[src/rtl/axis_reg_pcie_rxs_if.sv]
// rtl/axis_reg_pcie_rxs_if.sv - PCIe RX stream bundle (valid/data/last/user) for axis_reg_pcie_rxs
interface axis_reg_pcie_rxs_if #(
    parameter int DATA_W = 256,
    parameter int USER_W = 32
);
    logic              tvalid;
    logic [DATA_W-1:0] tdata;
    logic              tlast;
    logic [USER_W-1:0] tuser;

    modport master (output tvalid, tdata, tlast, tuser);
    modport slave  (input  tvalid, tdata, tlast, tuser);
endinterface

[src/rtl/axis_reg_pcie_rxs.sv]
// rtl/axis_reg_pcie_rxs.sv - multi-stage skid-register pipeline for the PCIe RX stream with monitor and counters
module axis_reg_pcie_rxs #(
    parameter int NUM_PIPELINES  = 1,
    parameter bit TREADY_RST_VAL = 1'b0,
    parameter int CNT_W          = 16,
    parameter int DATA_W         = 256,
    parameter int USER_W         = 32,
    localparam int OCC_W         = $clog2(2 * NUM_PIPELINES + 1)
) (
    input  logic               s_if_clk,
    input  logic               s_if_rst_n,
    axis_reg_pcie_rxs_if.slave s_if,
    output logic               s_if_tready,
    output logic               m_if_clk,
    output logic               m_if_rst_n,
    axis_reg_pcie_rxs_if.master m_if,
    input  logic               m_if_tready,
    output logic               prot_err,
    output logic [CNT_W-1:0]   pkt_cnt,
    output logic [CNT_W-1:0]   beat_cnt,
    output logic [OCC_W-1:0]   occupancy
);
    localparam int NP = NUM_PIPELINES;
    localparam int PW = DATA_W + 1 + USER_W;

    if (NUM_PIPELINES < 1 || NUM_PIPELINES > 8) begin : g_bad_param
        $error("axis_reg_pcie_rxs: NUM_PIPELINES=%0d outside 1..8", NUM_PIPELINES);
    end

    logic [NP-1:0] main_valid;
    logic [NP-1:0] ready_reg;
    logic [PW-1:0] main_data [NP];
    logic [PW-1:0] s_payload;

    assign s_payload = {s_if.tuser, s_if.tlast, s_if.tdata};

    for (genvar k = 0; k < NP; k++) begin : g_stage
        logic          in_valid, out_ready, acc, leave;
        logic [PW-1:0] in_data;
        logic          mv, sv, rr, mv_nxt, sv_nxt;
        logic          ld_main_in, ld_main_skid, ld_skid;
        logic [PW-1:0] md, sd;

        if (k == 0) begin : g_head
            assign in_valid = s_if.tvalid;
            assign in_data  = s_payload;
        end else begin : g_link
            assign in_valid = main_valid[k-1];
            assign in_data  = main_data[k-1];
        end

        if (k == NP - 1) begin : g_tail
            assign out_ready = m_if_tready;
        end else begin : g_mid
            assign out_ready = ready_reg[k+1];
        end

        assign acc   = in_valid && rr;
        assign leave = mv && out_ready;

        // rr is !skid, so an accept never coincides with a full skid
        always_comb begin
            mv_nxt       = mv;
            sv_nxt       = sv;
            ld_main_in   = 1'b0;
            ld_main_skid = 1'b0;
            ld_skid      = 1'b0;
            if (!mv || leave) begin
                if (sv) begin
                    ld_main_skid = 1'b1;
                    mv_nxt       = 1'b1;
                    sv_nxt       = 1'b0;
                end else if (acc) begin
                    ld_main_in = 1'b1;
                    mv_nxt     = 1'b1;
                end else begin
                    mv_nxt = 1'b0;
                end
            end else if (acc) begin
                ld_skid = 1'b1;
                sv_nxt  = 1'b1;
            end
        end

        always_ff @(posedge s_if_clk or negedge s_if_rst_n) begin
            if (!s_if_rst_n) begin
                mv <= 1'b0;
                sv <= 1'b0;
                rr <= TREADY_RST_VAL;
            end else begin
                mv <= mv_nxt;
                sv <= sv_nxt;
                rr <= !sv_nxt;
            end
        end

        always_ff @(posedge s_if_clk) begin
            if (ld_main_in) begin
                md <= in_data;
            end else if (ld_main_skid) begin
                md <= sd;
            end
            if (ld_skid) begin
                sd <= in_data;
            end
        end

        assign main_valid[k] = mv;
        assign ready_reg[k]  = rr;
        assign main_data[k]  = md;
    end

    assign s_if_tready = ready_reg[0];
    assign m_if.tvalid = main_valid[NP-1];
    assign {m_if.tuser, m_if.tlast, m_if.tdata} = main_data[NP-1];
    assign m_if_clk   = s_if_clk;
    assign m_if_rst_n = s_if_rst_n;

    logic          in_acc, out_acc, hold_valid;
    logic [PW-1:0] held_payload;

    assign in_acc  = s_if.tvalid && s_if_tready;
    assign out_acc = main_valid[NP-1] && m_if_tready;

    always_ff @(posedge s_if_clk or negedge s_if_rst_n) begin
        if (!s_if_rst_n) begin
            occupancy  <= '0;
            pkt_cnt    <= '0;
            beat_cnt   <= '0;
            prot_err   <= 1'b0;
            hold_valid <= 1'b0;
        end else begin
            occupancy  <= occupancy + OCC_W'(in_acc) - OCC_W'(out_acc);
            beat_cnt   <= beat_cnt + CNT_W'(out_acc);
            pkt_cnt    <= pkt_cnt + CNT_W'(out_acc && m_if.tlast);
            hold_valid <= s_if.tvalid && !s_if_tready;
            // a stalled beat must reappear unchanged on the following cycle
            if (hold_valid && (!s_if.tvalid || s_payload != held_payload)) begin
                prot_err <= 1'b1;
            end
        end
    end

    always_ff @(posedge s_if_clk) begin
        if (s_if.tvalid && !s_if_tready) begin
            held_payload <= s_payload;
        end
    end
endmodule

[src/flat_wrapper.sv]
// flat-port wrapper written by rule: the top's interface ports become plain ports
module axis_reg_pcie_rxs_flat 
#(
    parameter int NUM_PIPELINES  = 1,
    parameter bit TREADY_RST_VAL = 1'b0,
    parameter int CNT_W          = 16,
    parameter int DATA_W         = 256,
    parameter int USER_W         = 32,
    localparam int OCC_W         = $clog2(2 * NUM_PIPELINES + 1)
)
  (s_if_clk, s_if_rst_n, s_if_tready, m_if_clk, m_if_rst_n, m_if_tready, prot_err, pkt_cnt, beat_cnt, occupancy, s_if_tvalid, s_if_tdata, s_if_tlast, s_if_tuser, m_if_tvalid, m_if_tdata, m_if_tlast, m_if_tuser);
  axis_reg_pcie_rxs_if #(.DATA_W(DATA_W), .USER_W(USER_W)) s_if_i ();
  axis_reg_pcie_rxs_if #(.DATA_W(DATA_W), .USER_W(USER_W)) m_if_i ();
  input  logic s_if_clk;
  input  logic s_if_rst_n;
  output logic s_if_tready;
  output logic m_if_clk;
  output logic m_if_rst_n;
  input  logic m_if_tready;
  output logic prot_err;
  output logic [CNT_W-1:0] pkt_cnt;
  output logic [CNT_W-1:0] beat_cnt;
  output logic [OCC_W-1:0] occupancy;
  input wire logic [$bits(s_if_i.tvalid)-1:0] s_if_tvalid;
  input wire logic [$bits(s_if_i.tdata)-1:0] s_if_tdata;
  input wire logic [$bits(s_if_i.tlast)-1:0] s_if_tlast;
  input wire logic [$bits(s_if_i.tuser)-1:0] s_if_tuser;
  output wire logic [$bits(m_if_i.tvalid)-1:0] m_if_tvalid;
  output wire logic [$bits(m_if_i.tdata)-1:0] m_if_tdata;
  output wire logic [$bits(m_if_i.tlast)-1:0] m_if_tlast;
  output wire logic [$bits(m_if_i.tuser)-1:0] m_if_tuser;
  assign s_if_i.tvalid = s_if_tvalid;
  assign s_if_i.tdata = s_if_tdata;
  assign s_if_i.tlast = s_if_tlast;
  assign s_if_i.tuser = s_if_tuser;
  assign m_if_tvalid = m_if_i.tvalid;
  assign m_if_tdata = m_if_i.tdata;
  assign m_if_tlast = m_if_i.tlast;
  assign m_if_tuser = m_if_i.tuser;
  axis_reg_pcie_rxs #(.NUM_PIPELINES(NUM_PIPELINES), .TREADY_RST_VAL(TREADY_RST_VAL), .CNT_W(CNT_W), .DATA_W(DATA_W), .USER_W(USER_W)) u_core (.s_if_clk(s_if_clk), .s_if_rst_n(s_if_rst_n), .s_if(s_if_i), .s_if_tready(s_if_tready), .m_if_clk(m_if_clk), .m_if_rst_n(m_if_rst_n), .m_if(m_if_i), .m_if_tready(m_if_tready), .prot_err(prot_err), .pkt_cnt(pkt_cnt), .beat_cnt(beat_cnt), .occupancy(occupancy));
endmodule
[config.mk]
export PLATFORM = sky130hd
export DESIGN_NAME = axis_reg_pcie_rxs_flat
export DESIGN_NICKNAME = d
export VERILOG_FILES = /design/src/rtl/axis_reg_pcie_rxs_if.sv /design/src/rtl/axis_reg_pcie_rxs.sv /design/src/flat_wrapper.sv
export SDC_FILE = /design/constraint.sdc
export NUM_CORES = 1
export LEC_CHECK = 0
export CAP_MARGIN = 20
export CELL_PAD_IN_SITES_DETAIL_PLACEMENT = 0
export CELL_PAD_IN_SITES_GLOBAL_PLACEMENT = 1
export CORE_MARGIN = 4
export CORE_UTILIZATION = 48
export CTS_CLUSTER_SIZE = 16
export DETAILED_ROUTE_END_ITERATION = 8
export GPL_TIMING_DRIVEN = 0
export PLACE_DENSITY_LB_ADDON = 0.05
export SLEW_MARGIN = 25
export SYNTH_ARGS = -nofsm -noshare
export SYNTH_HDL_FRONTEND = slang
export SYNTH_SLANG_ARGS = --single-unit
[constraint.sdc]
create_clock -name s_if_clk -period 33.9 [get_ports s_if_clk]
set_input_delay 5.085 -clock s_if_clk [delete_from_list [all_inputs] [get_ports s_if_clk]]
set_output_delay 5.085 -clock s_if_clk [all_outputs]
set_load 0.03 [all_outputs]
==> impl_metrics.env <==
export IMPL_place_ws_ns=11.19
export IMPL_r2r_cells=6
export IMPL_hold_path_class="reg -> reg"
export IMPL_worstSetupPathType="clk -> out"
export IMPL_die_h_um=277
export IMPL_finalWirelength_um=102000
export IMPL_start_kind="clock port"
export IMPL_num_nets_final=2925
export IMPL_synth_ff_type="edfxtp_1"
export IMPL_crit_fanout=2
export IMPL_ant_nets=0
export IMPL_layout_drive_gt1_share_pct=19.1
export IMPL_ys_types=38
export IMPL_end_kind="output pin"
export IMPL_finClkSkew_ns=0.0180
export IMPL_finalCoreUtilization_pct=64.8
export IMPL_dpl_hpwl_um=75100
export IMPL_holdBufCountCts=0
export IMPL_min_from="u_core.beat_cnt[15]$_DFF_PN0_"
export IMPL_grt_max_degree=27
export IMPL_grt_overflow_total=0
export IMPL_grt_pass1_wl_um=145000
export IMPL_yosysTopAreaCellShare_pct=74.7
export IMPL_syn_instance_count=1863
export IMPL_leakage_uw=0.0159
export IMPL_hold_viol=0
export IMPL_r2r_start="u_core.m_if.tvalid$_DFFE_PN0N_"
export IMPL_layout_setup_ws_ns=10.92
export IMPL_yosys_register_bits=906
export IMPL_start_util_pct=48.6
export IMPL_rsz0062_at_grt="no"
export IMPL_peakVddDrop_mv=0.0536
export IMPL_ctsResizeCount=0
export IMPL_tightest_slew_ns=0.979
export IMPL_slew_headroom_pct=34.2
export IMPL_required_ns=28.81
export IMPL_avgSynthCellArea_sq_um=18.7
export IMPL_status="finished, final reports clean"
export IMPL_synthTopCellsByCount="edfxtp_1, mux2_2, xnor2_1"
export IMPL_multi_input_area_sq_um=7350
export IMPL_viasPerCell=5.38
export IMPL_slew_violations=0
export IMPL_die_area_sq_um=77000
export IMPL_place_gp_congestion=0.829
export IMPL_regArea_sq_um=27000
export IMPL_dp_cells=3479
export IMPL_grt_use_total_pct=26.1
export IMPL_dr_total_vias=19700
export IMPL_cap_violations=0
export IMPL_setup_viol=0
export IMPL_portBuffers=620
export IMPL_antenna_found_initial=22
export IMPL_syn_num_nets=2162
export IMPL_ios=621
export IMPL_cts_tree="done"
export IMPL_rows=98
export IMPL_synth_area_sq_um=34800
export IMPL_die_w_um=277
export IMPL_synth_warnings=0
export IMPL_cellPowerDensity_nw_per_um2=60.7
export IMPL_core_sq_um=71700
export IMPL_synthTopCellsByArea="edfxtp_1, mux2_2, xnor2_1"
export IMPL_r2r_slack_ns=30.96
export IMPL_clkLatencyLatePin_ns=0.74
export IMPL_yosysMostFrequentCell="edfxtp_1"
export IMPL_ys_seq_area_share_pct=77.5
export IMPL_drcViolationCount=0
export IMPL_critPathArrivalTime_ns=17.89
export IMPL_synth_top_cell_by_area="edfxtp_1"
export IMPL_wire_per_inst_um=28.0
export IMPL_firstDrtPassIters=5
export IMPL_clk_pin_slew_ns=0.06
export IMPL_finalPower_uw=2820
export IMPL_async_flop_share_pct=4.30
export IMPL_synth_edf_count=867
export IMPL_first_iter_violations=1554
export IMPL_synthToLayoutAreaGrowth_pct=33.3
export IMPL_post_cts_buffers=0
export IMPL_finalSetupTns_ns=0
export IMPL_final_cell_count_no_fill=3663
export IMPL_r2r_end="u_core.g_stage[0].md[279]$_DFFE_PP_"
export IMPL_min_delay_path_depth=1
export IMPL_fillers=5077
export IMPL_min_to="u_core.beat_cnt[15]$_DFF_PN0_"
export IMPL_grt_pass1_vias=20100
[cells in the final DEF (no fill, tap or decap), types with 13 or more instances in the layout]
cell type,instances
buf_16,29
nor2b_1,81
clkbuf_1,25
o22ai_1,28
clkinv_2,19
diode_2,14
nor2_1,13
buf_2,31
inv_1,91
a2111o_1,25
nand4_1,44
dfrtp_1,39
clkbuf_16,97
nor4_1,32
xnor2_1,138
buf_12,17
clkdlybuf4s50_1,619
nand2_1,18
edfxtp_1,867
mux2_2,289
nand2b_1,34
xor2_1,51
[critical path: stages]
cell	delay [ns]
clkbuf_16	0.12
clkbuf_16	0.13
buf_4	0.12
clkdlybuf4s50_1	0.58
[where the power goes]
part	switching [uW]	internal [uW]	total, uW	leakage, uW
Sequential	29.8	1330	1360	0.00856
Clock	427	595	1020	0.00149
Combinational	257	186	442	0.00580
Total	713	2110	2820	0.0159
[flip-flops by register name, summed over array words and instances, names as in the netlist]
name / cells
u_core.beat_cnt: 16
u_core.g_stage.md: 289
u_core.g_stage.sd: 289
u_core.g_stage.sv: 1
u_core.held_payload: 289
u_core.hold_valid: 1
u_core.m_if.tvalid: 1
u_core.occupancy: 2
u_core.pkt_cnt: 16
u_core.prot_err: 1
u_core.s_if_tready: 1
[final cells by class]
type,instances,area share (%)
clock inverters,47,0.988
flip-flops and latches,906,58.1
diodes,14,0.0754
well taps,950,2.56
multi-input cells,832,15.8
inverters,91,0.735
repair buffers,665,15.8
clock buffers,124,5.52
plain buffers,34,0.372
[per-stage QoR]
| stage | instance area [sq um] | hold WS [ns] |
|---|---|---|
| global placement | 42200 | 0.464 |
| floorplan | 34800 | 0.472 |
| CTS | 46400 | 0.473 |
| finish | 46500 | 0.472 |
| detailed placement | 43400 | 0.466 |
| global route | 46400 | 0.477 |
[logic make-up (layout without fill, tap and decap cells)]
group	count (synthesis)	in the layout	synth area share, %
flops	906	906	77.5
mux	289	289	9.34
simple gates	251	251	4.26
xor+xnor	189	189	4.75
buf+inv	125	961	1.48
compound gates	97	97	2.44
fa+ha+maj	6	6	0.215
other cells	0	14	0
[layer usage]
layer  wire, um  vias to the layer above  track usage (%)
met2      50500                      752             43.0
li1           -                     8736                -
met5         85                        -                0
met1      40300                    10000             32.9
met4       3200                       14             9.77
met3       8340                      149             7.92
[worst max-delay path by stage]
stage | from | endpoint | slack, ns
global route | s_if_clk | m_if_clk | 10.90
floorplan | s_if_clk | m_if_clk | 11.72
CTS | s_if_clk | m_if_clk | 10.91
finish | s_if_clk | m_if_clk | 10.92
global placement | s_if_tvalid | u_core.g_stage[0].md[166]$_DFFE_PP_ | 6.99
detailed placement | s_if_clk | m_if_clk | 11.19
(Power assumes the default switching activity.)
